## src/rtl/fp_pkg.sv

```systemverilog
// Shared types and constants for the FP32 adder post-add normalise/round stage.
package fp_pkg;

  typedef struct packed {
    logic       sign;
    logic [7:0] exp;
    logic [22:0] frac;
  } fp32_t;

  localparam logic [7:0]  EXP_MAX    = 8'hFF;
  localparam logic [31:0] FP32_PINF  = 32'h7F80_0000;
  localparam logic [31:0] FP32_PZERO = 32'h0000_0000;

  typedef enum logic [1:0] {
    IDLE  = 2'd0,
    NORM  = 2'd1,
    ROUND = 2'd2,
    DONE  = 2'd3
  } norm_state_e;

endpackage

```

## src/rtl/fp_lzc32.sv

```systemverilog
// Combinational 32-bit leading-zero count; an all-zero input reports 32.
module fp_lzc32 (
  input  logic [31:0] value,
  input  logic        unused_tie,
  output logic [5:0]  count
);

  always_comb begin
    count = 6'd32;
    // Ascending scan: the highest set bit is the last to write count.
    for (int i = 0; i < 32; i++) begin
      if (value[i]) count = 6'(31 - i);
    end
  end

  logic unused_ok;
  assign unused_ok = unused_tie;

endmodule

```

## src/rtl/fp_norm_round.sv

```systemverilog
// FP32 adder post-add stage: renormalise raw sum, round to nearest-even, pack IEEE-754.
// Optional status flags are built only when FP_NORM_ROUND_FLAGS_EN is defined.
module fp_norm_round
  import fp_pkg::*;
#(
  parameter int SHIFT_STEP = 4
) (
  input  logic        clk,
  input  logic        rst_n,
  input  logic        in_valid,
  output logic        in_ready,
  input  logic        in_sign,
  input  logic [7:0]  in_exp,
  input  logic [32:0] in_sum,
  input  logic        in_sticky,
  input  logic        in_bypass,
  input  logic [31:0] in_bypass_result,
  output logic        out_valid,
  input  logic        out_ready,
  output logic [31:0] out_result,
  output logic        out_inexact,
  output logic        out_overflow
);

  norm_state_e state;
  logic        sign_r;
  logic        sticky_r;
  logic [8:0]  work_exp;
  logic [31:0] work_sum;
  logic [5:0]  lzc;
  logic [8:0]  exp_room;
  logic [8:0]  shamt;
  logic        accept;
  logic        sum_zero;
  logic        norm_shift;
  fp32_t       rnd_word;

  function automatic fp32_t round_pack(input logic s, input logic [8:0] e,
                                       input logic [31:0] m, input logic stk);
    logic        g, r, st, inc;
    logic [24:0] mant;
    logic [8:0]  e_out;
    fp32_t       res;
    g    = m[7];
    r    = m[6];
    st   = (|m[5:0]) | stk;
    inc  = g & (r | st | m[8]);
    mant = {1'b0, m[31:8]} + 25'(inc);
    // Carry out of rounding renormalises to 1.0; a clear hidden bit is a subnormal.
    if (mant[24])      e_out = e + 9'd1;
    else if (mant[23]) e_out = e;
    else               e_out = 9'd0;
    res.sign = s;
    if ((e >= 9'd255) || (e_out >= 9'd255)) begin
      res.exp  = EXP_MAX;
      res.frac = '0;
    end else begin
      res.exp  = e_out[7:0];
      res.frac = mant[24] ? 23'd0 : mant[22:0];
    end
    return res;
  endfunction

  fp_lzc32 u_lzc (
    .value      (work_sum),
    .unused_tie (1'b0),
    .count      (lzc)
  );

  assign in_ready   = (state == IDLE);
  assign accept     = (state == IDLE) && in_valid;
  assign sum_zero   = (work_sum == 32'd0);
  assign norm_shift = (state == NORM) && !sum_zero && !work_sum[31] && (work_exp > 9'd1);
  assign rnd_word   = round_pack(sign_r, work_exp, work_sum, sticky_r);

  // Shift limited by leading zeros, per-cycle step and the exponent floor of 1.
  always_comb begin
    exp_room = work_exp - 9'd1;
    shamt    = {3'd0, lzc};
    if (9'(SHIFT_STEP) < shamt) shamt = 9'(SHIFT_STEP);
    if (exp_room < shamt)       shamt = exp_room;
  end

  always_ff @(posedge clk) begin
    if (accept) begin
      sign_r <= in_sign;
      if (in_sum[32]) begin
        work_sum <= in_sum[32:1];
        sticky_r <= in_sticky | in_sum[0];
        work_exp <= {1'b0, in_exp} + 9'd1;
      end else begin
        work_sum <= in_sum[31:0];
        sticky_r <= in_sticky;
        work_exp <= {1'b0, in_exp};
      end
    end else if (norm_shift) begin
      work_sum <= work_sum << shamt;
      work_exp <= work_exp - shamt;
    end
  end

  always_ff @(posedge clk or negedge rst_n) begin
    if (!rst_n) begin
      state      <= IDLE;
      out_valid  <= 1'b0;
      out_result <= 32'd0;
    end else begin
      case (state)
        IDLE: begin
          if (in_valid) begin
            if (in_bypass) begin
              state      <= DONE;
              out_valid  <= 1'b1;
              out_result <= in_bypass_result;
            end else begin
              state <= NORM;
            end
          end
        end
        NORM: begin
          if (sum_zero) begin
            state      <= DONE;
            out_valid  <= 1'b1;
            out_result <= FP32_PZERO;
          end else if (work_sum[31] || (work_exp <= 9'd1)) begin
            state <= ROUND;
          end
        end
        ROUND: begin
          state      <= DONE;
          out_valid  <= 1'b1;
          out_result <= rnd_word;
        end
        DONE: begin
          if (out_ready) begin
            state     <= IDLE;
            out_valid <= 1'b0;
          end
        end
        default: state <= IDLE;
      endcase
    end
  end

`ifdef FP_NORM_ROUND_FLAGS_EN
  logic inexact_r;
  logic overflow_r;

  // Only ROUND can saturate to infinity, so an all-ones exponent there means overflow.
  always_ff @(posedge clk or negedge rst_n) begin
    if (!rst_n) begin
      inexact_r  <= 1'b0;
      overflow_r <= 1'b0;
    end else if (state == ROUND) begin
      inexact_r  <= (|work_sum[7:0]) | sticky_r;
      overflow_r <= (rnd_word.exp == EXP_MAX);
    end else if ((accept && in_bypass) || ((state == NORM) && sum_zero)) begin
      inexact_r  <= 1'b0;
      overflow_r <= 1'b0;
    end
  end

  assign out_inexact  = inexact_r;
  assign out_overflow = overflow_r;
`else
  assign out_inexact  = 1'b0;
  assign out_overflow = 1'b0;
`endif

endmodule
```

## config.mk

```make
export PLATFORM = sky130hd
export DESIGN_NAME = fp_norm_round
export DESIGN_NICKNAME = d
export VERILOG_FILES = /design/src/rtl/fp_pkg.sv /design/src/rtl/fp_lzc32.sv /design/src/rtl/fp_norm_round.sv
export SDC_FILE = /design/constraint.sdc
export NUM_CORES = 1
export LEC_CHECK = 0
export ABC_AREA = 0
export CAP_MARGIN = 20
export CORE_MARGIN = 1.5
export CORE_UTILIZATION = 50
export CTS_BUF_LIST = sky130_fd_sc_hd__clkbuf_16
export DETAILED_ROUTE_END_ITERATION = 10
export HOLD_SLACK_MARGIN = 0.15
export PLACE_DENSITY = 0.75
export SETUP_SLACK_MARGIN = 0.4
export SLEW_MARGIN = 20
export SYNTH_ARGS = -nofsm -noshare
export SYNTH_HDL_FRONTEND = slang
export SYNTH_SLANG_ARGS = --single-unit
```

## constraint.sdc

```tcl
create_clock -name clk -period 11.9 [get_ports clk]
set_input_delay 2.975 -clock clk [delete_from_list [all_inputs] [get_ports clk]]
set_output_delay 2.975 -clock clk [all_outputs]
set_load 0.02 [all_outputs]
```

==> metrics.md <==
| Metric | Value |
|---|---|
| Clock Pin Slew Worst Setup and Hold Paths | `0.06 ns` |
| Setup violators final | `0` |
| Site Rows | `44` |
| Crit Path Category | `flop to flop` |
| Core Footprint | `14700 um^2` |
| HP Class | `flop to flop` |
| CP Max Fanout | `31` |
| Register area share after synthesis | `28.4%` |
| Most common cell after layout, fill and taps aside | `clkdlybuf4s50_1` |
| Clk sinks | `78` |
| Unrepaired setup endpoints after global routing | `false` |
| Vias/cell | `6.67` |
| Commonest cells after routing, fill and taps aside | `clkdlybuf4s50_1 (112), nand2_1 (68), a21oi_1 (63)` |
| Worst Skew | `0.00974 ns` |
| Initial antenna violation count | `0` |
| Setup slack, reg-to-reg | `5.92 ns` |
| # DRC | `0` |
| Synth area leaders | `edfxtp_1 (17%), dfrtp_1 (11%), mux2i_1 (6.7%)` |
| Max-cap violations | `0` |
| Dominant cell type by area after synthesis | `edfxtp_1` |
| Final WL | `25.1 mm` |
| Slew Limit Fails | `0` |
| Worst-case clock buffer depth | `2` |
| Post-CTS Resized | `0` |
| Vias in the first global route | `7248` |
| Dpl ws | `6.07 ns` |
| Crit path capture type | `flop` |
| Layout cells sized above 1 | `7.08%` |
| Largest net degree at the start of global routing | `66` |
| Min Clock Period, post-route | `5.98 ns` |
| Max Freq | `167 MHz` |
| Avg WL per Cell | `21.6 um` |
| Placer congestion estimate | `0.991` |
| Final setup margin | `5.92 ns` |
| Worst Path Arrival | `6.06 ns` |
| Clk Latency, worst-skew pair | `0.36 ns` |
| Synth warn | `0` |
| Seq cells post-synth | `78` |
| DP Wirelength | `18.5 mm` |
| P&R area growth vs syn | `19.2%` |
| Vias | `7728` |
| CTS tree | `done` |
| First-pass GRT wire length | `39.7 mm` |
| Post-synth top flop | `edfxtp_1` |
| Area fraction of the dominant cell type after synthesis | `17.0%` |
| Final #Nets | `1073` |
| Total Neg Setup Slack | `0 ns` |
| Mapped Area | `7620 um^2` |
| Chip Height | `126 um` |
| Post-Syn Instances | `903` |
| Least-Margin Pin Slew | `1.05 ns` |
| Setup bufs post-CTS | `0` |
| CTS Buf Count | `9` |
| Yosys cell types | `88` |
| Synthesized area per cell | `8.44 um^2` |
| Die Width | `126 um` |
| CTS Root Cell | `clkbuf_16` |
| First-pass DRT Iterations | `6` |
| Initial core utilization | `51.8%` |
| Slew margin rel. | `29.6%` |
| CP required | `11.98 ns` |
| Overflow after GRT | `0` |
| Hold_buf cts | `0` |
| Iter 0 DRT Violations | `935` |
| Final period utilization | `50.2%` |
| Post-DRT Antenna Nets | `0` |
| All-Layer GR Usage | `31.7%` |
| Number of synthesized flops with an enable pin | `43` |
| # diodes | `0` |
| PortBufs | `113` |
| Htree depth | `3` |
| Ys async rst share | `44.9%` |
| IO Pins | `116` |
| DIE AREA | `16000 um^2` |
| Run status | `finished, final reports clean` |
| Fin. Hold Viols | `0` |
| Crit path launch type | `flop` |
| Hold Slack | `0.475 ns` |
routing by layer:
metal	global-route usage (%)	vias to the layer above	part of all wire, %
met5	0	-	0
met4	14.2	0	3.7
met3	6.58	79	10
met2	47.8	455	43
met1	43.9	3595	43
li1	-	3599	-
logic make-up (layout without fill, tap and decap cells):
family	count (synthesis)	after routing	share of synthesized area [%]
adders and majority gates	23	23	3.88
AOI/OAI and AO/OA	307	307	28.8
and+or+nand+nor	287	287	19.7
xor gates and xnor gates	38	38	4.37
DFF	78	78	28.4
muxes	58	58	8.33
other	2	5	0.0986
buffers and inverters	110	179	6.42
cell usage after synthesis (7+ instances only):
master    number
o22ai_1       16
and3_1        17
and2_1         7
nor2b_1       11
buf_2         23
mux2i_1       51
xnor2_1       27
clkbuf_1      36
dfrtp_1       35
inv_1         33
edfxtp_1      43
buf_1          7
o32ai_1        8
nand2_1       68
o21ai_0       41
o22a_1         7
nand4_1       17
nor3b_1       23
a31oi_1       14
a21oi_1       63
nand3_1       26
a211oi_1      21
xor2_1        11
nor4_1        12
o31ai_1       34
o211ai_1      18
a21boi_0       7
nor3_1        17
nor2_1        62
ha_1          22
sequential cells by signal, summed over array words and instances, names as in the netlist:
| name | flops |
|---|---|
| state | 2 |
| work_sum | 32 |
| out_valid | 1 |
| out_result | 32 |
| sign_r | 1 |
| sticky_r | 1 |
| work_exp | 9 |
metrics by stage:
stage | util (%) | instance area (um^2) | cells
after global routing | 61.8 | 9080 | 1159
final | 61.8 | 9080 | 1159
after detailed placement | 59.5 | 8740 | 1143
after global placement | 59.5 | 8740 | 1143
after CTS | 61.8 | 9080 | 1159
after floorplan | - | 7630 | 906
final timing paths:
path | from | depth (start not counted) | endpoint
setup / recovery | work_exp[0] | 24 | work_exp[8]
hold / removal | out_result[25] | 2 | out_result[25]
setup reg to reg | work_exp[0] | 24 | work_exp[8]
hold reg to reg | out_result[25] | 2 | out_result[25]
max in group asynchronous | rst_n | 2 | out_result[20]
min in group asynchronous | rst_n | 2 | out_result[28]
worst max-delay path, stage by stage, from the launching register on:
cell and delay (ns):
edfxtp_1 0.59, inv_1 0.13, ha_1 0.33, xnor2_1 0.33
inv_1 0.18, ha_1 0.34, a21oi_1 0.15, o21ai_0 0.21
and2_1 0.33, o31ai_2 0.27, buf_4 0.34, nand2_2 0.35
inv_4 0.33, ha_1 0.23, inv_1 0.06, fa_1 0.39
a21oi_1 0.14, nor2_1 0.05, nor2_1 0.14, o21bai_1 0.08
a21oi_1 0.22, a21oi_1 0.07, nor3_1 0.19, xnor2_1 0.14
o21ai_0 0.09
cell type report:
type                    instances  area (um^2)
clock buffers                  11          275
clock inverters                 5         60.1
fillers                      1327         5620
inverters                      36          138
multi-input cells             718         4980
flip-flops and latches         78         2170
well taps                     184          230
repair buffers                127         1230
Power is left out: the tool's default activity adds up to more than one toggle a clock period on the data nets, which glitch-free logic cannot reach.
